===== config.mk =====
export PLATFORM = sky130hd
export DESIGN_NAME = div_arbiter
export DESIGN_NICKNAME = d
export VERILOG_FILES = /design/src/rtl/div_arbiter.sv
export SDC_FILE = /design/constraint.sdc
export NUM_CORES = 1
export LEC_CHECK = 0
export CAP_MARGIN = 20
export CORE_AREA = 2 2 181 183
export CTS_CLUSTER_DIAMETER = 200
export DETAILED_ROUTE_END_ITERATION = 7
export DIE_AREA = 0 0 183 185
export PLACE_DENSITY = 0.58
export RECOVER_POWER = 25
export SYNTH_ARGS = -nofsm -noshare
export SYNTH_HDL_FRONTEND = slang
export SYNTH_SLANG_ARGS = --single-unit

===== constraint.sdc =====
create_clock -name clk -period 2.2 [get_ports clk]
set_clock_uncertainty 0.2 [all_clocks]
set_input_delay 0.66 -clock clk [delete_from_list [all_inputs] [get_ports clk]]
set_output_delay 0.66 -clock clk [all_outputs]
set_load 0.05 [all_outputs]

===== src/rtl/div_arbiter.sv =====
// Round-robin arbiter sharing one external divider among NREQ requesters,
// with per-operation timeout and a registered response bus.
module div_arbiter #(
    parameter int unsigned SIZE    = 32,
    parameter int unsigned NREQ    = 4,
    parameter int unsigned TIMEOUT = 255
) (
    input  logic                 clk,
    input  logic                 reset,
    input  logic [NREQ-1:0]      req,
    input  logic [NREQ*SIZE-1:0] req_dividend,
    input  logic [NREQ*SIZE-1:0] req_divisor,
    output logic [NREQ-1:0]      ack,
    output logic [NREQ-1:0]      resp_valid,
    output logic [SIZE-1:0]      resp_quotient,
    output logic [SIZE-1:0]      resp_remainder,
    output logic                 resp_error,
    output logic                 resp_timeout,
    output logic                 busy,
    output logic                 div_start,
    output logic [SIZE-1:0]      div_dividend,
    output logic [SIZE-1:0]      div_divisor,
    input  logic                 div_done,
    input  logic                 div_error,
    input  logic [SIZE-1:0]      div_quotient,
    input  logic [SIZE-1:0]      div_remainder
);

    localparam int unsigned PTR_W = (NREQ > 1) ? $clog2(NREQ) : 1;
    localparam int unsigned TMR_W = (TIMEOUT > 0) ? $clog2(TIMEOUT + 1) : 1;

    typedef enum logic [1:0] {IDLE, ISSUE, WAIT, RESPOND} state_t;

    state_t             state_q, state_d;
    logic [PTR_W-1:0]   ptr_q, ptr_d;
    logic [PTR_W-1:0]   owner_q, owner_d;
    logic [TMR_W-1:0]   timer_q, timer_d;
    logic [SIZE-1:0]    dividend_d, divisor_d;
    logic [SIZE-1:0]    quot_d, rem_d;
    logic               err_d, tmo_d;
    logic [NREQ-1:0]    ack_d, resp_valid_d;
    logic               div_start_d, busy_d;

    logic [SIZE-1:0]    dvd_arr [NREQ];
    logic [SIZE-1:0]    dvs_arr [NREQ];
    logic               gnt_found;
    logic [PTR_W-1:0]   gnt_idx;
    int unsigned        rr_idx;

    // Split the flat operand buses into per-requester words
    for (genvar g = 0; g < NREQ; g++) begin : g_unpack
        assign dvd_arr[g] = req_dividend[g*SIZE +: SIZE];
        assign dvs_arr[g] = req_divisor[g*SIZE +: SIZE];
    end

    // Round-robin search: first set request at or after ptr+1, wrapping
    always_comb begin
        gnt_found = 1'b0;
        gnt_idx   = '0;
        rr_idx    = 0;
        for (int unsigned k = 0; k < NREQ; k++) begin
            rr_idx = (32'(ptr_q) + 32'd1 + k) % NREQ;
            if (!gnt_found && req[PTR_W'(rr_idx)]) begin
                gnt_found = 1'b1;
                gnt_idx   = PTR_W'(rr_idx);
            end
        end
    end

    // Next-state and next-output logic
    always_comb begin
        state_d      = state_q;
        ptr_d        = ptr_q;
        owner_d      = owner_q;
        timer_d      = timer_q;
        dividend_d   = div_dividend;
        divisor_d    = div_divisor;
        quot_d       = resp_quotient;
        rem_d        = resp_remainder;
        err_d        = resp_error;
        tmo_d        = resp_timeout;
        ack_d        = '0;
        resp_valid_d = '0;
        div_start_d  = 1'b0;

        case (state_q)
            IDLE: begin
                if (gnt_found) begin
                    owner_d        = gnt_idx;
                    dividend_d     = dvd_arr[gnt_idx];
                    divisor_d      = dvs_arr[gnt_idx];
                    ack_d[gnt_idx] = 1'b1;
                    div_start_d    = 1'b1;
                    state_d        = ISSUE;
                end
            end
            ISSUE: begin
                timer_d = '0;
                state_d = WAIT;
            end
            WAIT: begin
                // A completing divider wins over a coincident timeout
                if (div_done) begin
                    quot_d                = div_quotient;
                    rem_d                 = div_remainder;
                    err_d                 = div_error;
                    tmo_d                 = 1'b0;
                    resp_valid_d[owner_q] = 1'b1;
                    state_d               = RESPOND;
                end else if (timer_q == TMR_W'(TIMEOUT)) begin
                    quot_d                = '0;
                    rem_d                 = '0;
                    err_d                 = 1'b1;
                    tmo_d                 = 1'b1;
                    resp_valid_d[owner_q] = 1'b1;
                    state_d               = RESPOND;
                end else begin
                    timer_d = timer_q + TMR_W'(1);
                end
            end
            RESPOND: begin
                ptr_d   = owner_q;
                state_d = IDLE;
            end
            default: state_d = IDLE;
        endcase

        busy_d = (state_d != IDLE);
    end

    // State and registered outputs
    always_ff @(posedge clk) begin
        if (reset) begin
            state_q        <= IDLE;
            ptr_q          <= PTR_W'(NREQ - 1);
            owner_q        <= '0;
            timer_q        <= '0;
            div_dividend   <= '0;
            div_divisor    <= '0;
            resp_quotient  <= '0;
            resp_remainder <= '0;
            resp_error     <= 1'b0;
            resp_timeout   <= 1'b0;
            ack            <= '0;
            resp_valid     <= '0;
            div_start      <= 1'b0;
            busy           <= 1'b0;
        end else begin
            state_q        <= state_d;
            ptr_q          <= ptr_d;
            owner_q        <= owner_d;
            timer_q        <= timer_d;
            div_dividend   <= dividend_d;
            div_divisor    <= divisor_d;
            resp_quotient  <= quot_d;
            resp_remainder <= rem_d;
            resp_error     <= err_d;
            resp_timeout   <= tmo_d;
            ack            <= ack_d;
            resp_valid     <= resp_valid_d;
            div_start      <= div_start_d;
            busy           <= busy_d;
        end
    end

endmodule


-- Word level (Yosys, flattened, before mapping)
Cells that the tools add are included.
- output and inout port bits: 140
- memories: 0
- memory bits (writable): 0
- bits in latches: 0
- bits of input ports: 328
- register bits: 154
- bits in read-only memories: 0
- word-level logic and storage cells: 98
- divide/modulo/power cells: 0
- add/subtract/negate cells: 5
- reductions and logical operators: 18
- muxes and demuxes: 42
- $mul: 0
- equality and inequality tests: 6
- bitwise operators: 4
- order comparisons: 9
- shift-type cells: 0
- operators with widths (operator ; number):
    $mux W32 ; 7
    $bmux W32 S2 ; 2
    $lt A2 B3 Y1 const B ; 6
    $mux W8 ; 2
    $pmux W8 S2 ; 1
    $mux W1 ; 14
    $mux W2 ; 7
    $add A8 B1 Y8 const B ; 1
    $bmux W1 S2 ; 4
    $eq A8 B8 Y1 const B ; 1
    $mux W4 ; 2
    $pmux W2 S4 ; 1
    $reduce_bool A2 Y1 ; 3
    $logic_and A1 B1 Y1 ; 5
    $add A2 B1 Y2 const B ; 2
    $add A2 B2 Y2 const B ; 2
    $demux W1 S2 ; 2
    $eq A2 B2 Y1 const B ; 2
    $ge A2 B1 Y1 const B ; 2
    $ne A2 B2 Y1 const B ; 2
    $reduce_and A2 Y1 ; 2
    $reduce_or A2 Y1 ; 2
    $ge A3 B3 Y1 const B ; 1
    $logic_not A1 Y1 ; 3
    other kinds (6) ; 8

-- Longest topological paths before layout
Gate-level depths: netlist of run 1.
- depth after elaboration: 17
- gate-level depth with buffers: 8
- mapped depth without buffers: 6

-- Worst setup path before layout of run 1
OpenSTA, ideal clock, no wires.
- kind: input to register
- start: input port req[3]
- end: register div_dividend[10]
- required time: 1.867 ns
- library setup time: 0.133 ns
- stages on the path: 7
- slack: 0.023 ns
- path buffers: 2
- arrival: 1.843 ns
- cell sequence: nand2b_2 > and2_4 > o311a_1 > buf_6 > buf_4 > a221oi_2 > a311oi_1
- cells in the longest elaborated chain, start to end: 16
- elaborated cells on any way between the ends: 27
- classes of those cells: 19 x mux; 1 x bitwise; 7 x reduce/logical
- ends and longest elaborated chain (what ; RTL line ; RTL):
    from (decl) ; 10 ; input logic [NREQ-1:0] req,
    $bmux W1 S2 ; 63 ; if (!gnt_found && req[PTR_W'(rr_idx)]) begin
    $mux W1 (not written as such) ; 63 ;
    $mux W1 ; 63 ;
    $logic_not A1 Y1 ; 63 ;
    $logic_and A1 B1 Y1 ; 63 ;
    $mux W1 ; 63 ;
    $logic_not A1 Y1 ; 63 ;
    $logic_and A1 B1 Y1 ; 63 ;
    $mux W1 ; 63 ;
    $logic_not A1 Y1 ; 63 ;
    $logic_and A1 B1 Y1 ; 63 ;
    $mux W2 ; 63 ;
    $not A2 Y3 (not written as such) ; 90 ; dividend_d = dvd_arr[gnt_idx];
    $bmux W32 S2 ; 90 ;
    $mux W32 (not written as such) (2 in a row) ; 90 ;
    to (signal assigned) ; 153 ; div_dividend <= dividend_d;
    to (decl) ; 21 ; output logic [SIZE-1:0] div_dividend,
Several ways; a longest one is shown, not always the timed one. The select of a mux whose other input is x is not followed.
A chain may end at the register's enable or synchronous reset.

-- Worst setup path after layout of run 1
- start: input port req[3]
- end: register div_divisor[30]
- cells in the longest elaborated chain, start to end: 16
- elaborated cells on any way between the ends: 27
- classes of those cells: 19 x mux; 1 x bitwise; 7 x reduce/logical
- ends and longest elaborated chain (what ; RTL line ; RTL):
    $bmux W1 S2 ; 63 ;
    $mux W1 (not written as such) ; 63 ;
    $mux W1 ; 63 ;
    $logic_not A1 Y1 ; 63 ;
    $logic_and A1 B1 Y1 ; 63 ;
    $mux W1 ; 63 ;
    $logic_not A1 Y1 ; 63 ;
    $logic_and A1 B1 Y1 ; 63 ;
    $mux W1 ; 63 ;
    $logic_not A1 Y1 ; 63 ;
    $logic_and A1 B1 Y1 ; 63 ;
    $mux W2 ; 63 ;
    $not A2 Y3 (not written as such) ; 91 ; divisor_d = dvs_arr[gnt_idx];
    $bmux W32 S2 ; 91 ;
    $mux W32 (not written as such) (2 in a row) ; 91 ;
    to (signal assigned) ; 154 ; div_divisor <= divisor_d;
    to (decl) ; 22 ; output logic [SIZE-1:0] div_divisor,
Several ways; a longest one is shown, not always the timed one. The select of a mux whose other input is x is not followed.

==> results of run 1 <==
==> through the flow <==
step / util / setup TNS, ns
after floorplan: - / 0
after global placement: 0.3865 / -55.73
after detailed placement: 0.3865 / -55.51
after CTS: 0.4078 / 0
after global routing: 0.4070 / -0.1634
final: 0.4071 / 0
==> path summary, 6_finish.rpt <==
check,from,to,slack (ns),cells past startpoint
worst max-delay path,req[3],div_divisor[30],0.03,7
worst min-delay path,timer_q[7],timer_q[7],0.28,1
worst max register to register,ptr_q[0],div_divisor[30],0.05,6
worst min register to register,timer_q[7],timer_q[7],0.28,1
==> cell type report <==
class                      instances  area (sq um)
inverter                           3         11.26
clock buffer                      19         452.9
clock inverter                    13         152.6
timing repair buffer             532          4975
fill                            3163         19000
sequential                       154          3085
tap                              408         510.5
multi-input combinational        553          3850
antenna                            2         5.005
==> layout by cell type, fill, tap and decap left out, types with 3 or more instances in the layout <==
cell / Yosys / layout
a22oi_1: 64 / 64
and2_1: 3 / 3
a221oi_2: 51 / 52
a221oi_1: 10 / 6
mux2_2: 3 / 3
o21ai_0: 8 / 8
a311oi_2: 0 / 5
nand2_1: 16 / 14
a21oi_1: 9 / 9
and3_1: 6 / 6
inv_1: 3 / 3
clkbuf_16: 0 / 18
clkbuf_2: 0 / 63
clkdlybuf4s50_1: 0 / 321
buf_12: 0 / 19
a31oi_1: 6 / 6
inv_6: 0 / 5
nor3_1: 5 / 5
a311oi_1: 64 / 59
clkinv_2: 0 / 3
inv_8: 0 / 3
nor2_1: 140 / 139
nand3_1: 129 / 129
nand2b_1: 5 / 5
buf_4: 9 / 119
a221oi_4: 0 / 3
buf_16: 0 / 3
dfxtp_1: 154 / 152
==> state kept, by name (all words and copies together), names as in the netlist <==
| name | count |
|---|---|
| div_dividend | 32 |
| div_divisor | 32 |
| resp_quotient | 32 |
| resp_remainder | 32 |
| timer_q | 8 |
| ack | 4 |
| resp_valid | 4 |
| owner_q | 2 |
| ptr_q | 2 |
| state_q | 2 |
| busy | 1 |
| div_start | 1 |
| resp_error | 1 |
| resp_timeout | 1 |
==> metal layers <==
| layer | global-route usage | vias to the layer above | wire length [um] |
|---|---|---|---|
| li1 | - | 3998 | - |
| met1 | 0.2416 | 4017 | 14310 |
| met2 | 0.3371 | 307 | 17790 |
| met3 | 0.05800 | 52 | 2373 |
| met4 | 0.06432 | 6 | 751 |
| met5 | 0 | - | 41 |
==> cell families (layout without fill, tap and decap cells) <==
kind of cell | after synthesis | after routing | share of synthesized area
XOR/XNOR | 2 | 2 | 0.002415
other | 0 | 2 | 0
AO/OA/AOI/OAI | 231 | 231 | 0.3027
flip-flops | 154 | 154 | 0.4250
adder cells (fa/ha/maj) | 1 | 1 | 0.001724
buffers and inverters | 91 | 567 | 0.06554
multiplexers | 3 | 3 | 0.004656
AND/OR/NAND/NOR | 316 | 316 | 0.1980
==> synth_stat cells, types with 2 or more instances <==
library cell,number,share of area
a211o_1,3,0.0036
a211oi_1,2,0.0021
a21oi_1,9,0.0062
a221oi_1,10,0.012
a221oi_2,51,0.11
a22oi_1,64,0.066
a311oi_1,64,0.077
a31oi_1,6,0.0052
and2_1,3,0.0026
and3_1,6,0.0052
buf_1,6,0.0031
buf_2,32,0.022
buf_4,9,0.0093
buf_6,8,0.012
clkbuf_1,33,0.017
dfxtp_1,154,0.42
inv_1,3,0.0016
mux2_2,3,0.0047
nand2_1,16,0.0083
nand2b_1,5,0.0043
nand3_1,129,0.089
nor2_1,140,0.072
nor3_1,5,0.0034
nor4b_1,2,0.0024
o21ai_0,8,0.0055
xor2_1,2,0.0024
==> worst register-to-register path, delay by kind of cell (launching register included) <==
kind / cells / cell delay [ns]
compound gates: 3 / 0.90
simple gates: 2 / 0.38
flops: 1 / 0.34
buf+inv: 1 / 0.20
==> power by group <==
part	switching, mW	internal (mW)
clock network	1.36	1.77
registers	0.173	3.07
logic	2.22	1.51
==> repair_timing <==
| item | in CTS | in global routing |
|---|---|---|
| endpoints found under the setup margin | 65 | 66 |
| gates cloned | 2 | 1 |
| pin swaps | 1 | 5 |
| setup buffers | 0 | 2 |
| resized for setup | 11 | 21 |
==> impl_metrics.csv, run 1 <==
group,metric,value,unit
placement,hpwl,25980,um
flow_run,cap_viol_max_count,0,
cells_and_area,final_cell_area,0.01304,sq mm
sta,hold_slack,0.2821,ns
grt,track_usage,0.1987,
clock_network,clkLatencyLatePin,0.43,ns
synthesis,ys_types,51,
worst_setup_path,worstSetupPathType,"input pin to flip-flop",
cells_and_area,area_growth,79.79,%
clock_network,cts_num_sinks,154,
clock_network,htreeDepth,4,
die,coreArea,0.03204,sq mm
power,p_leak,4.972,nW
worst_setup_path,cpPeakStageDelay,0.49,ns
grt,antenna_found_initial,5,
synthesis,synth_nets,1127,
synthesis,async_reset_ff_frac,0,
synthesis,synthFlopType,"dfxtp_1",
synthesis,synth-seq-cells,154,
cells_and_area,final_nets,1590,
clock_network,clk_pin_slew_worst_paths,0.07,ns
worst_setup_path,worstPathMaxFanout,18,
worst_setup_path,crit_path_start_kind,"input pin",
synthesis,postSynthCellCount,798,
sta,finalSetupViolCount,0,
clock_network,root_buffer,"clkbuf_16",
sta,grt_setup_unrepaired,"yes",
clock_network,holdBufCountCts,0,
sta,period_minus_slack,2.172,ns
clock_network,cts_buffers,17,
placement,place_area,0.01238,sq mm
worst_setup_path,worstPathRequired,2.30,ns
clock_network,clk_path_buf_depth,2,
worst_setup_path,arrival,2.28,ns
min_path,hp-class,"flip-flop to flip-flop",
routing,ant_nets,0,
synthesis,synth_area,0.007254,sq mm
sta,finalCritPeriodShare,0.9872,
power,power,10.11,mW
routing,wl_per_cell,20.94,um
worst_setup_path,slowest_stage,"a221o_4",
worst_setup_path,path_cells,"clkdlybuf4s15_2 -> nand2b_2 -> and2_4 -> a221o_4 -> buf_16 -> a221oi_1 -> a311oi_1",
worst_setup_path,cp.buffers_inverters,2,
grt,first_global_vias,8193,
die,die_x,183,um
grt,grt_overflow,0,
sta,setup_ws,0.02822,ns
grt,grt_pass1_wl,50800,um
grt,grt_max_degree,52,
power,ir_worst_vdd,564.0,uV
sta,relSlewSlack,0.7220,
placement,place_congestion,0.9500,
power,power_density,775.0,mW/mm^2
sta,tightestPinTransition,0.4169,ns
routing,dr.first_iter.drc_count,464,
routing,wirelength,35270,um
routing,vias,8380,
die,boundaryPins,468,
routing,drc,0,
sta,fmaxAchievable,0.4605,GHz
sta,final-hold-violation-count,0,
cells_and_area,drive_gt1_frac,0.2520,
placement,place_inst,1645,
routing,firstDrtPassIters,5,
die,start_util,0.2264,
sta,final_max_slew_viol_count,0,
synthesis,syn_area_per_cell,9.091,sq um
synthesis,synth_seq_area_share,0.4250,
worst_setup_path,crit_family,"compound AO/OA/AOI/OAI gates",
die,die_h,185,um
worst_setup_path,cp-end-kind,"flip-flop",
clock_network,cts_tree,"built",
die,num_rows,66,
routing,vias_per_cell,4.976,
synthesis,synth_edf_count,0,
cells_and_area,final_cells,1684,
placement,post-place-ws,-0.7786,ns
placement,io_buffers,467,
synthesis,synth_warnings,0,
die,die_area,0.03386,sq mm
run_status,outcome,"finished, final reports clean",
(Power assumes the default switching activity.)
==> run 2, diff against run 1 <==
PLACE_DENSITY = 0.54   (was 0.58)
==> run 2 against run 1 <==
The flow now finishes with violations (setup timing); cell count up 1.7%; wire length is 5.0% higher; sequential share of layout area shrank 0.40 points; die area is the same; maximum frequency shrank 1.4%; global-route usage increased by 0.97 points; combinational power grew 3%; count of clock-buffer cells in the layout down 1; utilization is 0.69 points higher; flip-flop and latch count unchanged; critical path type unchanged.
==> impl_metrics.csv, run 2 (same netlist as run 1, synthesis figures left out) <==
group,metric,value,unit
run_status,outcome,"finished, violations left",
run_status,violations,"setup timing",
clock_network,htreeDepth,4,
sta,fmaxAchievable,0.4541,GHz
min_path,hp-class,"flip-flop to flip-flop",
clock_network,cts_num_sinks,154,
worst_setup_path,worstPathMaxFanout,6,
placement,io_buffers,467,
sta,tightestPinTransition,0.4977,ns
grt,antenna_found_initial,6,
grt,track_usage,0.2084,
grt,first_global_vias,8457,
grt,grt_overflow,0,
cells_and_area,seqCellArea,0.003084,sq mm
power,p_leak,5.098,nW
sta,hold_slack,0.2809,ns
worst_setup_path,rrSetupSlack,0.07,ns
cells_and_area,final_cells,1712,
clock_network,holdBufCountCts,0,
worst_setup_path,worstPathRequired,2.29,ns
power,power,10.14,mW
clock_network,cts_buffers,17,
cells_and_area,drive_gt1_frac,0.2692,
sta,setup_ws,-0.001943,ns
routing,wirelength,37040,um
clock_network,cts_tree,"built",
die,die_area,0.03386,sq mm
routing,firstDrtPassIters,5,
cells_and_area,final_common_cell,"clkdlybuf4s50_1",
sta,finalCritPeriodShare,1.001,
routing,dr.first_iter.drc_count,518,
worst_setup_path,arrival,2.29,ns
routing,drc,0,
die,start_util,0.2264,
worst_setup_path,cp-end-kind,"flip-flop",
sta,grt_setup_unrepaired,"yes",
sta,final_max_slew_viol_count,0,
grt,grt_max_degree,68,
die,boundaryPins,468,
worst_setup_path,worstSetupStartpoint,"req[2]",
cells_and_area,area_growth,82.82,%
sta,relSlewSlack,0.6682,
flow_run,cap_viol_max_count,0,
die,num_rows,66,
worst_setup_path,worstSetupPathType,"input pin to flip-flop",
routing,vias,8477,
placement,place_inst,1666,
min_path,hold_start,"timer_q[7]",
routing,vias_per_cell,4.952,
sta,finalSetupViolCount,1,
placement,place_congestion,0.8801,
cells_and_area,final_nets,1616,
power,ir_worst_vdd,608.6,uV
cells_and_area,multi_input_area,0.003887,sq mm
grt,grt_pass1_wl,53300,um
worst_setup_path,r2r_start,"ptr_q[0]",
die,die_h,185,um
die,die_x,183,um
routing,wl_per_cell,21.64,um
routing,ant_nets,0,
clock_network,clkLatencyLatePin,0.42,ns
clock_network,clk_pin_slew_worst_paths,0.07,ns
sta,final-hold-violation-count,0,
placement,post-place-ws,-0.8344,ns
placement,hpwl,27430,um
die,coreArea,0.03204,sq mm
sta,period_minus_slack,2.202,ns
clock_network,root_buffer,"clkbuf_16",
cells_and_area,fillers,3233,
cells_and_area,final_cell_mix,"clkdlybuf4s50_1 (322), dfxtp_1 (153), nor2_1 (139), buf_4 (135), nand3_1 (129)",
power,power_density,764.5,mW/mm^2
worst_setup_path,crit_path_start_kind,"input pin",
clock_network,clk_path_buf_depth,2,
run 2: through the flow:
| stage | TNS (ns) | instance area, sq um | util |
|---|---|---|---|
| 2_1_floorplan | 0 | 7254 | - |
| 3_3_place_gp | -57.68 | 12590 | 0.3930 |
| 3_5_place_dp | -60.06 | 12590 | 0.3930 |
| 4_1_cts | 0 | 13290 | 0.4149 |
| 5_1_grt | -0.02815 | 13260 | 0.4139 |
| 6_report | -0.001943 | 13260 | 0.4139 |
run 2: final cells by class:
type | instances | area share
clock inverters | 14 | 0.01151
multi-input cells | 555 | 0.2931
repair buffers | 556 | 0.3904
well taps | 408 | 0.03849
clock buffers | 18 | 0.03236
flip-flops and latches | 154 | 0.2325
diodes | 4 | 0.0007547
inverters | 3 | 0.0008491
run 2: path summary, 6_finish.rpt:
check | to | depth (start not counted)
setup / recovery | div_dividend[23] | 7
hold / removal | timer_q[7] | 1
setup reg to reg | div_dividend[21] | 7
hold reg to reg | timer_q[7] | 1
run 2: power by group:
part           total (mW)  switching [mW]  leakage [nW]  internal [mW]
clock network        3.03            1.42         0.280           1.61
logic                3.86            2.27          3.56           1.59
registers            3.25           0.179          1.26           3.07
total                10.1            3.87          5.10           6.27
run 2: what timing repair did:
action,CTS,global route
setup buffers,2,2
resized for setup,20,20
setup endpoints to repair,69,114
pin swaps,1,3
gates cloned,3,3
hold endpoints to repair,0,0
run 2: metal layers:
layer / wire [um] / up-vias / share of wire / GRT usage
met5: 30 / - / 0.00081 / 0
met4: 547 / 4 / 0.015 / 0.05248
met3: 1999 / 39 / 0.054 / 0.04797
met2: 18560 / 272 / 0.50 / 0.3556
met1: 15910 / 4096 / 0.43 / 0.2653
li1: - / 4066 / - / -
run 2: critical path, cell delays in order:
cell and delay [ns]:
clkdlybuf4s15_2 0.25, nor2_4 0.08, and3_2 0.27, a221o_4 0.44
buf_12 0.17, a221oi_2 0.27, a311oi_1 0.14
